[src/rtl/sram_port_arbiter.sv]
// sram_port_arbiter: round-robin arbiter of two read and two write ports onto one SRAM controller,
// routing returned read data back to its requester via an in-order tag FIFO.
module sram_port_arbiter #(
    parameter int TAG_DEPTH    = 4,
    parameter int STARVE_LIMIT = 16
) (
    input  logic        clock,
    input  logic        reset,
    input  logic        w0_din_valid,
    input  logic [53:0] w0_din,
    output logic        w0_din_ready,
    input  logic        w1_din_valid,
    input  logic [53:0] w1_din,
    output logic        w1_din_ready,
    input  logic        r0_din_valid,
    input  logic [17:0] r0_din,
    output logic        r0_din_ready,
    input  logic        r1_din_valid,
    input  logic [17:0] r1_din,
    output logic        r1_din_ready,
    output logic [31:0] r0_dout,
    output logic        r0_dout_valid,
    output logic [31:0] r1_dout,
    output logic        r1_dout_valid,
    output logic        sram_addr_valid,
    input  logic        sram_ready,
    output logic [17:0] sram_addr,
    output logic [31:0] sram_data_in,
    output logic [3:0]  sram_write_mask,
    input  logic [31:0] sram_data_out,
    input  logic        sram_data_out_valid,
    output logic        err_orphan
);
    localparam int PW = $clog2(TAG_DEPTH);
    localparam int CW = $clog2(TAG_DEPTH + 1);
    localparam int SW = $clog2(STARVE_LIMIT + 1);

    logic [1:0]    ptr;
    logic [SW-1:0] starve_cnt;
    logic          tags [TAG_DEPTH];
    logic [PW-1:0] head;
    logic [PW-1:0] tail;
    logic [CW-1:0] count;
    logic          rd_ok;
    logic [3:0]    elig;
    logic [3:0]    gnt;
    logic [1:0]    gidx;
    logic          is_read;
    logic          is_write;
    logic          issue;
    logic          push;
    logic          pop;
    logic          pop_tag;
    logic [53:0]   w_sel;

    // Eligibility uses the registered count, so a same-cycle pop never frees a slot early.
    assign rd_ok = (count != CW'(TAG_DEPTH)) && (starve_cnt < SW'(STARVE_LIMIT));
    assign elig  = {w1_din_valid, w0_din_valid, r1_din_valid && rd_ok, r0_din_valid && rd_ok}
                   & {4{sram_ready && !reset}};

    always_comb begin
        gidx = ptr;
        for (int i = 3; i >= 0; i--) gidx = elig[ptr + 2'(i)] ? ptr + 2'(i) : gidx;
        gnt = |elig ? 4'b0001 << gidx : 4'b0000;
    end

    assign is_read  = gnt[0] | gnt[1];
    assign is_write = gnt[2] | gnt[3];
    assign w_sel    = gnt[3] ? w1_din : w0_din;
    assign issue    = is_read || (is_write && |w_sel[53:50]);
    assign push     = is_read;
    assign pop      = sram_data_out_valid && (count != '0);
    assign pop_tag  = tags[head];

    assign r0_din_ready    = gnt[0];
    assign r1_din_ready    = gnt[1];
    assign w0_din_ready    = gnt[2];
    assign w1_din_ready    = gnt[3];
    assign sram_addr_valid = issue;
    assign sram_addr       = !issue ? 18'h0 : is_read ? (gnt[1] ? r1_din : r0_din) : w_sel[49:32];
    assign sram_data_in    = (issue && is_write) ? w_sel[31:0] : 32'h0;
    assign sram_write_mask = (issue && is_write) ? w_sel[53:50] : 4'h0;

    always_ff @(posedge clock) begin
        if (push) tags[tail] <= gnt[1];
    end

    always_ff @(posedge clock) begin
        if (reset) begin
            ptr           <= 2'd0;
            starve_cnt    <= '0;
            head          <= '0;
            tail          <= '0;
            count         <= '0;
            r0_dout       <= 32'h0;
            r1_dout       <= 32'h0;
            r0_dout_valid <= 1'b0;
            r1_dout_valid <= 1'b0;
            err_orphan    <= 1'b0;
        end else begin
            if (|gnt) ptr <= gidx + 2'd1;
            if (is_write) starve_cnt <= '0;
            else if (is_read && (w0_din_valid || w1_din_valid)) starve_cnt <= starve_cnt + SW'(1);
            if (push) tail <= tail + PW'(1);
            if (pop) head <= head + PW'(1);
            count         <= count + CW'(push) - CW'(pop);
            r0_dout_valid <= pop && !pop_tag;
            r1_dout_valid <= pop && pop_tag;
            if (pop && !pop_tag) r0_dout <= sram_data_out;
            if (pop && pop_tag) r1_dout <= sram_data_out;
            if (sram_data_out_valid && count == '0) err_orphan <= 1'b1;
        end
    end
endmodule

[config.mk]
export PLATFORM = sky130hd
export DESIGN_NAME = sram_port_arbiter
export DESIGN_NICKNAME = d
export VERILOG_FILES = /design/src/rtl/sram_port_arbiter.sv
export SDC_FILE = /design/constraint.sdc
export NUM_CORES = 1
export LEC_CHECK = 0
export ABC_CLOCK_PERIOD_IN_PS = 4500
export CELL_PAD_IN_SITES_DETAIL_PLACEMENT = 0
export CELL_PAD_IN_SITES_GLOBAL_PLACEMENT = 1
export CORE_MARGIN = 4
export CORE_UTILIZATION = 25
export DETAILED_ROUTE_END_ITERATION = 16
export PLACE_DENSITY = 0.78
export SETUP_SLACK_MARGIN = 0.02
export SLEW_MARGIN = 20
export SYNTH_ARGS = -nofsm -noshare
export SYNTH_HDL_FRONTEND = slang
export SYNTH_SLANG_ARGS = --single-unit
[constraint.sdc]
create_clock -name clock -period 4.5 [get_ports clock]
set_input_delay 0.45 -clock clock [delete_from_list [all_inputs] [get_ports clock]]
set_output_delay 0.45 -clock clock [all_outputs]
set_load 0.01 [all_outputs]
==> results of run 1 <==
## logic make-up (layout without fill, tap and decap cells)
family                   count (synthesis)  in the layout  synth area share, %
AND/OR/NAND/NOR                        324            324                 30.0
AO/OA/AOI/OAI                          159            159                 21.0
flip-flops                              87             87                 36.0
buffers and inverters                   77            386                 7.00
adder cells (fa/ha/maj)                 12             12                 3.18
XOR/XNOR                                 9              9                 1.59
multiplexers                             5              5                 1.26
## area by class of cell
cell class                 count  area [um^2]  share of cell area [%]
timing repair buffer         341         3570                    39.8
inverter                      29          109                    1.21
sequential                    87         1780                    19.9
tap                          265          332                    3.70
multi-input combinational    509         2870                    32.0
clock buffer                  11          243                    2.71
clock inverter                 5         57.6                   0.642
## cells in the final DEF (no fill, tap or decap), drive strengths merged, types with 5 or more instances in the layout
master,instances
xnor2,5
clkbuf,13
clkdlybuf4s50,268
a21oi,122
o22ai,18
dfxtp,83
nor3,20
nor2,51
dlymetal6s2s,40
inv,29
nand2,205
ha,11
nor3b,19
and2,8
buf,31
## report_power, final
part	internal, uW	switching, uW
Clock	445	296
Combinational	679	633
Sequential	900	70.5
## metal layers
layer  vias up  share of wire, %  GRT usage (%)  routed length (um)
met5         -                 0              0                   0
met4         0               1.7           4.67                 338
met3        21               9.6           5.88                1880
met2       210                48           27.8                9280
met1      2473                41           19.7                7990
li1       2839                 -              -                   -
## worst min-delay path by stage
stage,cells past startpoint,slack (ns),endpoint,start
after global placement,2,0.44,r1_dout[18]$_SDFFE_PP0P_,r1_dout[18]$_SDFFE_PP0P_
after floorplan,2,0.48,starve_cnt[3]$_SDFFE_PP0P_,starve_cnt[3]$_SDFFE_PP0P_
final,2,0.45,r0_dout[8]$_SDFFE_PP0P_,r0_dout[8]$_SDFFE_PP0P_
after detailed placement,2,0.45,r0_dout[8]$_SDFFE_PP0P_,r0_dout[8]$_SDFFE_PP0P_
after global routing,2,0.47,r1_dout[20]$_SDFFE_PP0P_,r1_dout[20]$_SDFFE_PP0P_
after CTS,2,0.45,r0_dout[8]$_SDFFE_PP0P_,r0_dout[8]$_SDFFE_PP0P_
## state kept, by name, indices dropped and copies added, names as in the netlist, named ones only
name and flops:
r0_dout_valid 1, count 3, err_orphan 1, tags 4, tail 2, ptr 2
r1_dout 32, r1_dout_valid 1, r0_dout 32, starve_cnt 5, head 2
## critical path: cells and delay by family
kind	cells	cell delay, ns
AND/OR/NAND/NOR	6	1.40
AO/OA/AOI/OAI	3	0.50
buffers and inverters	3	1.23
adder cells (fa/ha/maj)	1	0.32
## per-stage QoR
stage,setup TNS [ns],total power (uW),instances,area (um^2),util (%)
3_5_place_dp,-0.213,2280,1227,8440,43.4
4_1_cts,0,3040,1243,8750,44.9
3_3_place_gp,-0.124,2270,1227,8440,43.4
5_1_grt,-0.0398,3230,1247,8960,46.0
6_report,0,3020,1247,8960,46.0
2_1_floorplan,0,1640,673,4950,-
## what timing repair did
action / 4_1_cts / 5_1_grt
resized for setup: 1 / 48
pin swaps: 0 / 2
cloned: 0 / 2
buffers inserted: 0 / 2
setup endpoints to repair: 8 / 50
==> results.py, run 1 <==
metrics = {
    "outcome": {
        "status": "finished clean",
    },
    "sta": {
        "hold_violations": 0,
        "whs_ns": 0.453,
        "final-setup-viol-count": 0,
        "min_period_ns": 4.36,
        "rsz0062_at_grt": "yes",
        "fmax_ghz": 0.230,
        "maxSlewHeadroom_pct": 32.5,
        "tightest_slew_ns": 1.01,
        "maxSlewViolCount": 0,
        "post-route-worst-setup-slack_ns": 0.143,
        "fin_crit_sh_pct": 96.8,
        "fin_skew_ns": 0.00692,
    },
    "route": {
        "ant_nets": 0,
        "drt_iter0_markers": 141,
        "routedWlPerCell_um": 15.6,
        "post-route-drc-count": 0,
        "vias_per_cell": 4.45,
        "drt-total-wl_mm": 19.5,
        "drt_first_pass_iters": 4,
        "route.vias.total": 5543,
    },
    "synth": {
        "yosysTopAreaCell": "dfxtp_1",
        "async_flop_share_pct": 0,
        "synth_top_flop_cell": "dfxtp_1",
        "synth-warning-count": 0,
        "synth_common_cells": "nand2_1 (204), a21oi_1 (91), dfxtp_1 (83)",
        "postSynthCellCount": 673,
        "yosysMostFrequentCell": "nand2_1",
        "yosysTopAreaCellShare_pct": 33.6,
        "ys_ff_latch": 87,
        "synth-edff-count": 4,
        "avgSynthCellArea_um2": 7.36,
        "seq_area_frac_synth_pct": 36.0,
        "synth.area.top_cells": "dfxtp_1 (34%), nand2_1 (15%), a21oi_1 (9.2%)",
        "ys_types": 57,
        "synth_nets": 869,
        "syn_area_mm2": 0.00495,
    },
    "setup_path": {
        "timing.rr.end": "count[2]$_SDFF_PP0_",
        "required_ns": 4.05,
        "worstReg2RegStart": "starve_cnt[4]$_SDFFE_PP0P_",
        "critPathKind": "input pin to output pin",
        "rrSetupSlack_ns": 0.70,
        "path_cells": "clkdlybuf4s50_1, or3b_4, or2_0, o21bai_1, or3b_1, o211ai_1, ha_2, nor3_4, nor2_8, buf_4, o22ai_1, nor3_2, clkdlybuf4s50_1",
        "cp_data_arrival_time_ns": 3.91,
        "crit_path_top_delay_cell": "clkdlybuf4s50_1",
        "rr_worst_depth": 17,
        "cp-end-kind": "output pin",
        "worstSetupStartpoint": "sram_ready",
        "cpMostUsedCell": "clkdlybuf4s50_1",
        "crit_fanout": 11,
        "cp_slowest_stage_delay_ns": 0.56,
        "critPathCapture": "sram_addr[13]",
        "worstSetupStartpointType": "input pin",
    },
    "global_routing": {
        "track_usage_pct": 16.4,
        "grt_max_degree": 65,
        "grt_overflow": 0,
        "antenna_found_initial": 0,
        "grt_pass1_vias": 5448,
        "grt_pass1_wl_mm": 29.1,
    },
    "placed_design": {
        "io_buffers": 309,
        "routabilityCongestion": 0.852,
        "place_ws_ns": -0.0384,
        "hpwl_mm": 15.0,
    },
    "cts": {
        "clockRootBuffer": "clkbuf_16",
        "cts_htree_levels": 3,
        "numCtsBuffers": 9,
        "clkLatencyLatePin_ns": 0.33,
        "clk_path_buf_depth": 2,
        "cts_sinks": 87,
        "clkTransAtPathRegs_ns": 0.06,
        "tritoncts": "done",
        "ctsHoldBuffers": 0,
    },
    "die": {
        "start_util_pct": 25.4,
        "num_rows": 51,
        "io_pins": 310,
        "die-area_mm2": 0.0221,
        "die_y_um": 149,
        "die_w_um": 149,
        "coreArea_mm2": 0.0195,
    },
    "pwr": {
        "p_leak_uw": 0.00395,
        "ir_worst_vdd_v": 0.000155,
        "power_density_mw_per_mm2": 338,
    },
    "flow_run": {
        "cap_viol_max_count": 0,
    },
    "hold_path": {
        "hold_path_class": "flip-flop to flip-flop",
    },
    "cells_and_area": {
        "n_antenna_cell": 0,
        "final_layout_size_suffix_gt1_share_pct": 11.1,
        "syn_to_final_growth_pct": 81.0,
        "fin_nets": 1173,
        "fillCellCount": 1997,
    },
}
Power figures use the tool's default switching activity.
==> inputs of run 2 (changes only) <==
SKIP_CTS_REPAIR_TIMING = 1   (was not set)
==> results.py, run 2 (synthesized netlist as in run 1, its figures left out) <==
metrics = {
    "setup_path": {
        "rr_worst_depth": 17,
        "critPathKind": "input pin to output pin",
        "rrSetupSlack_ns": 0.71,
        "cp-end-kind": "output pin",
        "crit_fanout": 11,
        "worstReg2RegStart": "starve_cnt[4]$_SDFFE_PP0P_",
        "timing.rr.end": "count[2]$_SDFF_PP0_",
        "worstSetupStartpointType": "input pin",
        "required_ns": 4.05,
        "cp_data_arrival_time_ns": 3.89,
    },
    "sta": {
        "tns_ns": 0,
        "fmax_ghz": 0.230,
        "min_period_ns": 4.34,
        "tightest_slew_ns": 1.01,
        "rsz0062_at_grt": "yes",
        "maxSlewViolCount": 0,
        "fin_crit_sh_pct": 96.5,
        "maxSlewHeadroom_pct": 33.0,
        "final-setup-viol-count": 0,
        "hold_violations": 0,
        "fin_skew_ns": 0.00701,
    },
    "cells_and_area": {
        "syn_to_final_growth_pct": 81.0,
        "fin_area_mm2": 0.00896,
        "fillCellCount": 1998,
        "post-route-util_pct": 46.0,
        "n_antenna_cell": 0,
        "mostFrequentLayoutCell": "clkdlybuf4s50_1",
        "final_layout_size_suffix_gt1_share_pct": 11.1,
        "fin_nets": 1173,
        "reg.largest.list": "r0_dout: 32 flops, r1_dout: 32 flops, starve_cnt: 5 flops",
        "layout_common_cells": "clkdlybuf4s50_1 (268), nand2_1 (204), a21oi_1 (90)",
    },
    "placed_design": {
        "io_buffers": 309,
        "routabilityCongestion": 0.852,
        "hpwl_mm": 15.0,
        "place_area_mm2": 0.00844,
    },
    "cts": {
        "tritoncts": "done",
        "clk_path_buf_depth": 2,
        "numCtsBuffers": 9,
        "clkTransAtPathRegs_ns": 0.06,
        "cts_htree_levels": 3,
        "clockRootBuffer": "clkbuf_16",
        "cts_sinks": 87,
        "clkLatencyLatePin_ns": 0.33,
    },
    "hold_path": {
        "hold_end": "r0_dout[6]$_SDFFE_PP0P_",
        "hold_depth": 2,
        "worst_hold_startpoint": "r0_dout[6]$_SDFFE_PP0P_",
        "hold_path_class": "flip-flop to flip-flop",
    },
    "route": {
        "post-route-drc-count": 0,
        "routedWlPerCell_um": 15.6,
        "drt-total-wl_mm": 19.5,
        "drt_first_pass_iters": 4,
        "route.vias.total": 5554,
        "wl_met3_mm": 1.90,
        "drt_iter0_markers": 138,
        "met1_length_mm": 7.95,
        "vias_per_cell": 4.45,
        "ant_nets": 0,
        "top_layer": "met4",
        "routed-wl-met2_mm": 9.27,
    },
    "die": {
        "die_w_um": 149,
        "io_pins": 310,
        "start_util_pct": 25.4,
        "coreArea_mm2": 0.0195,
        "die_y_um": 149,
        "num_rows": 51,
        "die-area_mm2": 0.0221,
    },
    "pwr": {
        "p_leak_uw": 0.00395,
        "power_density_mw_per_mm2": 337,
        "power_uw": 3020,
        "ir_worst_vdd_v": 0.000155,
    },
    "outcome": {
        "status": "finished clean",
    },
    "global_routing": {
        "antenna_found_initial": 0,
        "grt_pass1_wl_mm": 29.1,
        "grt_max_degree": 65,
        "track_usage_pct": 16.4,
        "grt_overflow": 0,
        "grt_pass1_vias": 5450,
    },
    "flow_run": {
        "cap_viol_max_count": 0,
    },
}
## run 2: cell counts in the layout (fill, tap and decap cells not counted)
No cell type changed its count.
## run 2: final cells by class
| type | count | area (um^2) | share of cell area (%) |
|---|---|---|---|
| Multi-Input combinational cell | 509 | 2870 | 32.0 |
| Tap cell | 265 | 332 | 3.70 |
| Sequential cell | 87 | 1780 | 19.9 |
| Clock inverter | 5 | 57.6 | 0.642 |
| Inverter | 29 | 109 | 1.21 |
| Timing Repair Buffer | 341 | 3570 | 39.8 |
| Clock buffer | 11 | 243 | 2.71 |
## run 2: worst max-delay path, cell delays in order
cell and delay (ns):
clkdlybuf4s50_1 0.47, or3b_4 0.38, or2_0 0.22, o21bai_1 0.20, or3b_1 0.39, o211ai_1 0.19, ha_2 0.32, nor3_4 0.08
nor2_8 0.18, buf_4 0.20, o22ai_1 0.09, nor3_2 0.15, clkdlybuf4s50_1 0.56
## run 2: how the worst max path moves through the flow
| stage | start | endpoint | slack, ns | depth (start not counted) |
|---|---|---|---|---|
| after floorplan | reset | count[2]$_SDFF_PP0_ | 0.75 | 16 |
| after global placement | sram_ready | sram_addr[12] | -0.03 | 13 |
| after detailed placement | sram_ready | sram_addr[11] | -0.04 | 13 |
| after CTS | sram_ready | sram_addr[11] | -0.05 | 13 |
| after global routing | sram_ready | sram_addr[10] | -0.01 | 13 |
| final | sram_ready | sram_addr[13] | 0.16 | 13 |
## run 2: power breakdown
| group | switching [uW] | internal [uW] | leakage [uW] |
|---|---|---|---|
| logic | 632 | 679 | 0.00309 |
| clock network | 297 | 445 | 0.000149 |
| registers | 70.6 | 900 | 0.000712 |
## run 2: per-stage QoR
stage	setup slack, ns	hold slack (ns)	std cells
2_1_floorplan	0.746	0.480	673
3_3_place_gp	-0.0253	0.441	1227
3_5_place_dp	-0.0384	0.446	1227
4_1_cts	-0.0484	0.454	1243
5_1_grt	-0.0137	0.473	1247
6_report	0.157	0.455	1247
## run 2: per-layer routing
metal	vias to the layer above	track usage (%)
met5	-	0
met4	0	4.67
met3	21	5.88
met2	214	27.8
met1	2480	19.7
li1	2839	-
